$ cat config.mk
export PLATFORM = sky130hd
export DESIGN_NAME = boot_loader_flat
export DESIGN_NICKNAME = d
export VERILOG_FILES = /design/src/rtl/boot_loader_pkg.sv /design/src/rtl/boot_loader_if.sv /design/src/rtl/boot_loader_byte_packer.sv /design/src/rtl/boot_loader.sv /design/src/flat_wrapper.sv
export SDC_FILE = /design/constraint.sdc
export NUM_CORES = 1
export LEC_CHECK = 0
export CAP_MARGIN = 10
export CORE_MARGIN = 4
export CORE_UTILIZATION = 51
export CTS_BUF_LIST = sky130_fd_sc_hd__clkbuf_8
export DETAILED_ROUTE_END_ITERATION = 12
export PLACE_DENSITY = 0.78
export SETUP_SLACK_MARGIN = 0.4
export SYNTH_ARGS = -nofsm -noshare
export SYNTH_HDL_FRONTEND = slang
export SYNTH_SLANG_ARGS = --single-unit
$ cat constraint.sdc
create_clock -name clk -period 2.75 [get_ports clk]
set_input_delay 0.6875 -clock clk [delete_from_list [all_inputs] [get_ports clk]]
set_output_delay 0.6875 -clock clk [all_outputs]
set_load 0.1 [all_outputs]
$ cat src/rtl/boot_loader_pkg.sv
// Shared types for the boot loader: frame-parser states and the full-word write enable.
package kgp_boot_pkg;

  typedef enum logic [2:0] {
    LEN_HI,
    LEN_LO,
    DATA,
    CSUM,
    RUN,
    ERR
  } state_t;

  localparam logic [3:0] IMEM_WE_ALL = 4'b1111;
  localparam int         LEN_W       = 16;

endpackage

$ cat src/rtl/boot_loader_if.sv
// Byte-stream input and instruction-memory write port of the boot loader.
interface boot_loader_if #(
  parameter int ADDR_W = 32
);
  logic              rx_valid;
  logic [7:0]        rx_data;
  logic              rx_ready;
  logic [3:0]        imem_we;
  logic [ADDR_W-1:0] imem_addr;
  logic [31:0]       imem_din;

  modport master (
    output rx_valid, rx_data,
    input  rx_ready, imem_we, imem_addr, imem_din
  );

  modport slave (
    input  rx_valid, rx_data,
    output rx_ready, imem_we, imem_addr, imem_din
  );
endinterface

$ cat src/rtl/boot_loader_byte_packer.sv
// Packs four big-endian bytes into a 32-bit word; word_done marks the cycle the 4th byte arrives.
module byte_packer (
  input  logic        clk,
  input  logic        rst,
  input  logic        valid,
  input  logic [7:0]  data,
  output logic [31:0] word,
  output logic        word_done
);
  logic [1:0]  count_reg;
  logic [23:0] shift_reg;

  // The completed word is formed combinationally so the caller can register it on the same edge.
  assign word      = {shift_reg, data};
  assign word_done = valid && (count_reg == 2'd3);

  always_ff @(posedge clk) begin
    if (!rst) begin
      count_reg <= 2'd0;
      shift_reg <= 24'd0;
    end else if (valid) begin
      count_reg <= count_reg + 2'd1;
      shift_reg <= {shift_reg[15:0], data};
    end
  end
endmodule

$ cat src/rtl/boot_loader.sv
// Receives a length-prefixed, XOR-checked program frame and writes it word by word into
// instruction memory, then raises start (or err on a bad frame) until the next reset.
module boot_loader
  import kgp_boot_pkg::*;
#(
  parameter int MAX_WORDS = 1024,
  parameter int ADDR_W    = 32
) (
  input  logic          clk,
  input  logic          rst,
  boot_loader_if.slave  bus,
  output logic          start,
  output logic          busy,
  output logic          err
);
  localparam logic [LEN_W:0] MAX_LEN = (LEN_W + 1)'(MAX_WORDS);

  state_t             state_reg, state_next;
  logic [7:0]         len_hi_reg;
  logic [LEN_W-1:0]   len_reg;
  logic [7:0]         xor_acc_reg;
  logic [LEN_W-1:0]   word_idx_reg;
  logic [3:0]         we_reg;
  logic [ADDR_W-1:0]  addr_reg;
  logic [31:0]        din_reg;

  logic               rx_ready;
  logic               accept;
  logic [LEN_W-1:0]   len_full;
  logic               last_word;
  logic [31:0]        packed_word;
  logic               word_done;

  assign rx_ready  = (state_reg == LEN_HI) || (state_reg == LEN_LO) ||
                     (state_reg == DATA)   || (state_reg == CSUM);
  assign accept    = bus.rx_valid && rx_ready;
  assign len_full  = {len_hi_reg, bus.rx_data};
  assign last_word = (word_idx_reg == len_reg - 16'd1);

  assign bus.rx_ready  = rx_ready;
  assign bus.imem_we   = we_reg;
  assign bus.imem_addr = addr_reg;
  assign bus.imem_din  = din_reg;

  assign start = (state_reg == RUN);
  assign err   = (state_reg == ERR);
  assign busy  = (state_reg == LEN_LO) || (state_reg == DATA) || (state_reg == CSUM);

  byte_packer u_packer (
    .clk       (clk),
    .rst       (rst),
    .valid     (accept && (state_reg == DATA)),
    .data      (bus.rx_data),
    .word      (packed_word),
    .word_done (word_done)
  );

  always_comb begin
    state_next = state_reg;
    case (state_reg)
      LEN_HI: if (accept) state_next = LEN_LO;
      LEN_LO: begin
        if (accept) begin
          if (len_full == '0)                  state_next = CSUM;
          else if ({1'b0, len_full} > MAX_LEN) state_next = ERR;
          else                                 state_next = DATA;
        end
      end
      DATA:   if (word_done && last_word) state_next = CSUM;
      CSUM: begin
        if (accept) state_next = (bus.rx_data == xor_acc_reg) ? RUN : ERR;
      end
      RUN:    state_next = RUN;
      ERR:    state_next = ERR;
      default: state_next = LEN_HI;
    endcase
  end

  always_ff @(posedge clk) begin
    if (!rst) begin
      state_reg    <= LEN_HI;
      len_hi_reg   <= 8'd0;
      len_reg      <= '0;
      xor_acc_reg  <= 8'd0;
      word_idx_reg <= '0;
      we_reg       <= 4'd0;
      addr_reg     <= '0;
      din_reg      <= 32'd0;
    end else begin
      state_reg <= state_next;
      we_reg    <= 4'd0;
      if (accept && (state_reg == LEN_HI)) len_hi_reg <= bus.rx_data;
      if (accept && (state_reg == LEN_LO)) len_reg <= len_full;
      if (accept && (state_reg == DATA)) xor_acc_reg <= xor_acc_reg ^ bus.rx_data;
      // Write register is independent of the packer, so the next byte may arrive meanwhile.
      if (word_done) begin
        we_reg   <= IMEM_WE_ALL;
        addr_reg <= ADDR_W'(word_idx_reg);
        din_reg  <= packed_word;
        if (!last_word) word_idx_reg <= word_idx_reg + 16'd1;
      end
    end
  end
endmodule

$ cat src/flat_wrapper.sv
// flat-port wrapper written by rule: the top's interface ports become plain ports
module boot_loader_flat import kgp_boot_pkg::*;
#(
  parameter int MAX_WORDS = 1024,
  parameter int ADDR_W    = 32
)
  (clk, rst, start, busy, err, bus_rx_valid, bus_rx_data, bus_rx_ready, bus_imem_we, bus_imem_addr, bus_imem_din);
  boot_loader_if #(.ADDR_W(ADDR_W)) bus_i ();
  input  logic clk;
  input  logic rst;
  output logic start;
  output logic busy;
  output logic err;
  input wire logic [$bits(bus_i.rx_valid)-1:0] bus_rx_valid;
  input wire logic [$bits(bus_i.rx_data)-1:0] bus_rx_data;
  output wire logic [$bits(bus_i.rx_ready)-1:0] bus_rx_ready;
  output wire logic [$bits(bus_i.imem_we)-1:0] bus_imem_we;
  output wire logic [$bits(bus_i.imem_addr)-1:0] bus_imem_addr;
  output wire logic [$bits(bus_i.imem_din)-1:0] bus_imem_din;
  assign bus_i.rx_valid = bus_rx_valid;
  assign bus_i.rx_data = bus_rx_data;
  assign bus_rx_ready = bus_i.rx_ready;
  assign bus_imem_we = bus_i.imem_we;
  assign bus_imem_addr = bus_i.imem_addr;
  assign bus_imem_din = bus_i.imem_din;
  boot_loader #(.MAX_WORDS(MAX_WORDS), .ADDR_W(ADDR_W)) u_core (.clk(clk), .rst(rst), .bus(bus_i), .start(start), .busy(busy), .err(err));
endmodule
==> results of run 1 <==
==> cells by family after synthesis <==
group	after synthesis	synth area share, %
other	1	0.0643
muxes	10	1.76
AOI/OAI and AO/OA	144	18.3
DFF	126	43.2
adders and majority gates	3	0.643
xor gates and xnor gates	34	5.10
buffers and inverters	75	6.50
and+or+nand+nor	318	24.4
==> worst max-delay path, delay by kind of cell, from the launching register on <==
kind / cells / cell delay, ps
flops: 1 / 320
fa+ha+maj: 1 / 130
buf+inv: 3 / 360
simple gates: 4 / 1260
compound gates: 3 / 530
==> layer usage <==
metal  vias to the layer above  routed length [microns]
met5                         -                        0
met4                         0                      342
met3                        28                      662
met2                       120                     7020
met1                      2369                     5780
li1                       2491                        -
==> synthesized netlist by cell type, drive strengths merged, types with 5 or more instances <==
library cell	number
nand2	222
dfxtp	126
a21boi	100
clkbuf	43
buf	26
xnor2	22
nor2	16
nor4	13
xor2	12
and2	11
nand2b	11
mux2i	8
nand3	7
nor3	7
o21ai	7
o31ai	7
inv	6
or4	6
and3	5
==> where the power goes <==
part           internal (W)  switching [W]  leakage, nW
clock              0.000730       0.000680        0.190
sequential          0.00186      0.0000380         1.02
combinational      0.000199       0.000385         1.39
==> layout make-up <==
class	instances	area share [%]
Clock buffer	19	3.71
Clock inverter	11	1.12
Inverter	6	0.373
Multi-Input combinational cell	525	44.4
Sequential cell	126	35.9
Tap cell	140	2.49
Timing Repair Buffer	98	12.0
==> stage by stage <==
step                      cells  power [W]
after floorplan             726    0.00238
after global placement      890    0.00249
after detailed placement    890    0.00249
after CTS                   920    0.00389
after global routing        925    0.00406
final                       925    0.00389
==> timing repair <==
| action | in CTS | in global routing |
|---|---|---|
| gates cloned | 0 | 3 |
| setup endpoints to repair | 17 | 19 |
| buffers inserted | 0 | 2 |
| resized for setup | 1 | 13 |
| pin swaps | 1 | 3 |
==> placed cells by master (no fill, tap or decap), types with 9 or more instances in the layout <==
| cell | instances |
|---|---|
| buf_4 | 80 |
| xor2_1 | 12 |
| clkdlybuf4s50_1 | 9 |
| conb_1 | 16 |
| dfxtp_1 | 122 |
| nand2_1 | 219 |
| nor2_1 | 14 |
| a21boi_0 | 97 |
| clkbuf_8 | 19 |
| xnor2_1 | 22 |
| and2_1 | 11 |
| nand2b_1 | 11 |
==> worst paths after layout <==
kind	from	endpoint	slack [ps]	depth (start not counted)
worst max-delay path	u_core.len_reg[0]	u_core.word_idx_reg[15]	50	11
worst min-delay path	u_core.bus.imem_din[2]	u_core.bus.imem_din[2]	460	2
worst max register to register	u_core.len_reg[0]	u_core.word_idx_reg[15]	50	11
worst min register to register	u_core.bus.imem_din[2]	u_core.bus.imem_din[2]	460	2
==> out/results.ini, run 1 <==
[sta]
max_slew_margin_pct = 66.4
finClkSkew_ps = 10.8
period_needed_ps = 2700
timing.final.ws_setup_ps = 54.1
finalSetupViolCount = 0
fin_crit_sh_pct = 98.0
drv_slew = 0
hold_viol_final = 0
rsz0062_at_grt = yes
fmax_mhz = 371
tns_ps = 0
tightest_slew_ps = 504
worst_hold_slack_ps = 462

[placement]
pre_cts_ws_ps = 19.2
placed_area_sq_mm = 0.00657
dp_hpwl_microns = 9750
io_buffer_count = 66
gp_congestion = 0.906

[logic_synthesis]
syn_inst = 711
synth_edf_count = 0
synth.largest_area_cell = dfxtp_1
yosys_warnings = 0
ys_seq_area_share_pct = 43.2
ys.flop_type = dfxtp_1
synth_cell_types = 53
async_flop_share_pct = 0
synth_area_sq_mm = 0.00584
ys_ff_latch = 126
ys_top_cells_by_area = dfxtp_1 43%, nand2_1 14%, a21boi_0 12%, xnor2_1 3.3%, buf_4 3.0%
synth_top_area_share_pct = 43.2
avgSynthCellArea_sq_um = 8.21

[floorplan]
io_pins = 83
fp.dieH_microns = 115
die_area_sq_mm = 0.0132
core_area_sq_mm = 0.0110
initial_core_util_pct = 52.9
rows = 38
fp.dieW_microns = 115

[critical_path]
crit_required_ps = 3080
crit_path_start_kind = flip-flop
crit_path_max_incr_delay_ps = 500
end_kind = flip-flop
cpMaxStageDelayCell = or4_4
path_cells = inv_2 -> ha_4 -> or4b_4 -> or4_4 -> a32oi_2 -> o21ai_2 -> nor4_4 -> buf_6 -> buf_12 -> nor4_2 -> o21a_1
worstSetupPathType = flip-flop to flip-flop
cp_max_fo = 6
critPathArrivalTime_ps = 3020

[final_layout]
largest_reg_flops = 32
layout.nets = 788
multiInputGateArea_sq_mm = 0.00313
final_area_sq_mm = 0.00705
final_util_pct = 63.9
fillers = 973
n_antenna_cell = 0
drive_gt1_share_pct = 18.6
syn2layout_area_growth_pct = 20.8
regArea_sq_mm = 0.00253

[power_and_ir_drop]
leakagePower_nw = 2.59
ir_worst_vdd_uv = 560
p_per_area_mw_per_mm2 = 552

[routing]
drt-vias-per-instance = 5.41
wl_per_cell_microns = 14.9
drt_wl_total_microns = 13800
final_antenna_net_count = 0
drc = 0
drtIter0Drc = 287
drt_pass1_iterations = 5
via_count = 5008

[global_routing]
grt-ovfl-total = 0
gr-usage-met3_pct = 4.79
grt_pass1_wl_microns = 22600
use_met1_pct = 23.7
gr-usage-met2_pct = 38.0
grt_start_max_net_pins = 94
track_usage_pct = 21.2
grt_pass1_vias = 4871
grt.busiest_layer = met2
antenna_found_initial = 0

[clock_tree]
clock_sinks = 126
cts_tree = yes
clockBufferDepth = 2
cts_hold_buf = 0
root_buffer = clkbuf_8
numCtsBuffers = 17
clk_pin_slew_ps = 60
cts-htree-levels = 4
insertion_delay_ps = 440

[worst_hold_path]
hold_class = flip-flop to flip-flop

[flow_run]
maxCapViolCount = 0

[status]
status = finished, final reports clean

Note: power is estimated with default switching activity, not from simulation.
==> run 2, diff against run 1 <==
Settings changed: CORE_UTILIZATION 51 to 49, CTS_BUF_LIST sky130_fd_sc_hd__clkbuf_8 to not set, PLACE_DENSITY 0.78 to 0.76.
==> run 2 against run 1 <==
Effect of this change: clock-buffer cell count is 5 higher; register-to-register slack hardly changed; non-clock buffer count is 3 higher; sequential share of layout area is 1.8 points lower; combinational power is 6.0% higher; clock skew is 0.56 ps lower; cell area is 5.1% higher; sequential power hardly changed.
==> out/results.ini, run 2 (synthesis gave the netlist of run 1 again) <==
[routing]
drt-vias-per-instance = 5.35
drtIter0Drc = 239
via_count = 4982
drc = 0
drt_wl_total_microns = 14000
wl_per_cell_microns = 15.0
drt_pass1_iterations = 4
final_antenna_net_count = 0

[floorplan]
core_area_sq_mm = 0.0115
die_area_sq_mm = 0.0137
initial_core_util_pct = 50.7
fp.dieW_microns = 117
io_pins = 83
fp.dieH_microns = 117
rows = 39

[clock_tree]
clock_sinks = 126
clk_pin_slew_ps = 50
root_buffer = clkbuf_16
insertion_delay_ps = 420
numCtsBuffers = 17
cts-htree-levels = 4
clockBufferDepth = 2
cts_hold_buf = 0
cts_tree = yes

[placement]
gp_congestion = 0.892
dp_hpwl_microns = 9620
io_buffer_count = 66
pre_cts_ws_ps = 32.7

[power_and_ir_drop]
p_int_w = 0.00359
p_sw_w = 0.00120
power_w = 0.00479
swShare_pct = 25.0
pwr-share-seq_pct = 39.7
p_comb_share_pct = 12.9
leakagePower_nw = 2.74
pwr-share-clk_pct = 47.4
ir_worst_vdd_uv = 526
p_per_area_mw_per_mm2 = 646

[global_routing]
track_usage_pct = 20.9
grt_pass1_vias = 4861
grt_pass1_wl_microns = 22700
grt-ovfl-total = 0
antenna_found_initial = 0
grt_start_max_net_pins = 99

[sta]
hold_viol_final = 0
tightest_slew_ps = 512
max_slew_margin_pct = 65.8
finalSetupViolCount = 0
tns_ps = 0
fmax_mhz = 372
timing.final.ws_setup_ps = 60.5
rsz0062_at_grt = yes
fin_crit_sh_pct = 97.8
worst_hold_slack_ps = 460
period_needed_ps = 2690
finClkSkew_ps = 10.3
drv_slew = 0

[critical_path]
crit_path_start_kind = flip-flop
crit_path_start = u_core.len_reg[8]
rr_worst_depth = 10
cp_max_fo = 6
crit_path_max_incr_delay_ps = 590
critPathArrivalTime_ps = 3040
crit_top_cell = or4_4
path_cells = or4_4 -> buf_4 -> o211ai_1 -> a31oi_1 -> o21ai_2 -> nor4_4 -> buf_6 -> clkbuf_16 -> or4_4 -> a21boi_2
worstSetupPathType = flip-flop to flip-flop
end_kind = flip-flop
timing.rr.start = u_core.len_reg[8]
crit_required_ps = 3100
cpMaxStageDelayCell = or4_4
ff2ff_setup_slack_ps = 60
r2r-end = u_core.word_idx_reg[5]

[final_layout]
largest_reg_flops = 32
fillers = 961
syn2layout_area_growth_pct = 27.0
drive_gt1_share_pct = 20.1
final_cell_mix = 219 x nand2_1, 122 x dfxtp_1, 97 x a21boi_0
final_common_cell = nand2_1
n_antenna_cell = 0
layout.nets = 791
final_util_pct = 64.4

[worst_hold_path]
hold_path_depth = 2
min_to = u_core.bus.imem_din[1]
hold_class = flip-flop to flip-flop
hp-start = u_core.bus.imem_din[1]

[flow_run]
maxCapViolCount = 0

[status]
status = finished, final reports clean

[run 2: changes by cell type in the layout (fill, tap and decap cells not counted), moves of 2 or more]
| cell | previous run | this run |
|---|---|---|
| clkbuf_16 | 2 | 19 |
| clkbuf_8 | 19 | 4 |
| clkinv_2 | 6 | 2 |
| clkbuf_1 | 0 | 3 |
| inv_1 | 6 | 3 |
| or4_1 | 5 | 2 |
| or4_4 | 1 | 4 |
| bufinv_16 | 1 | 3 |
[run 2: critical path: cells and delay by family, from the launching register on]
kind | cells | cell delay (ps)
AOI/OAI and AO/OA | 4 | 690
and+or+nand+nor | 3 | 1120
buffers and inverters | 3 | 480
DFF | 1 | 320
[run 2: power groups by stage]
| stage | clock (W) | combinational, W | sequential [W] |
|---|---|---|---|
| finish | 0.00227 | 0.000619 | 0.00190 |
| detailed placement | 0 | 0.000560 | 0.00194 |
| global route | 0.00238 | 0.000663 | 0.00191 |
| global placement | 0 | 0.000557 | 0.00194 |
| CTS | 0.00229 | 0.000569 | 0.00190 |
| floorplan | 0 | 0.000464 | 0.00192 |
[run 2: worst max-delay path by stage]
stage,endpoint,cells past startpoint
CTS,u_core.word_idx_reg[4],10
global placement,u_core.word_idx_reg[5],8
finish,u_core.word_idx_reg[5],10
detailed placement,u_core.word_idx_reg[5],8
floorplan,busy,3
global route,u_core.word_idx_reg[5],10
[run 2: final cells by class]
type / instances / area (sq um) / share of cell area, %
clock buffer: 24 / 492 / 6.64
inverter: 6 / 26.3 / 0.355
clock inverter: 6 / 108 / 1.45
sequential: 126 / 2530 / 34.1
tap: 143 / 179 / 2.41
multi-input combinational: 525 / 3210 / 43.3
timing repair buffer: 101 / 872 / 11.8
[run 2: per-layer routing]
layer	up-vias	global-route usage [%]	wire, microns
met3	25	5.09	488
met2	84	37.2	7400
met4	0	7.65	257
li1	2496	-	-
met1	2377	24.4	5840
met5	-	0	0
[run 2: metrics by stage]
step,instance area [sq um],std cells
2_1_floorplan,6010,726
3_3_place_gp,6600,897
3_5_place_dp,6600,897
4_1_cts,7210,927
5_1_grt,7410,931
6_report,7410,931
[run 2: repair_timing]
item,4_1_cts,5_1_grt
setup buffers,0,1
gates resized for setup,1,29
pin swaps,1,9
endpoints found under the hold margin,0,0
gates cloned,0,3
endpoints found under the setup margin,17,19
==> run 3, diff against run 2 <==
Settings changed: CAP_MARGIN 10 to 20.
==> results of run 3 <==
Final layout, timing and power as in run 2 (identical DEF).
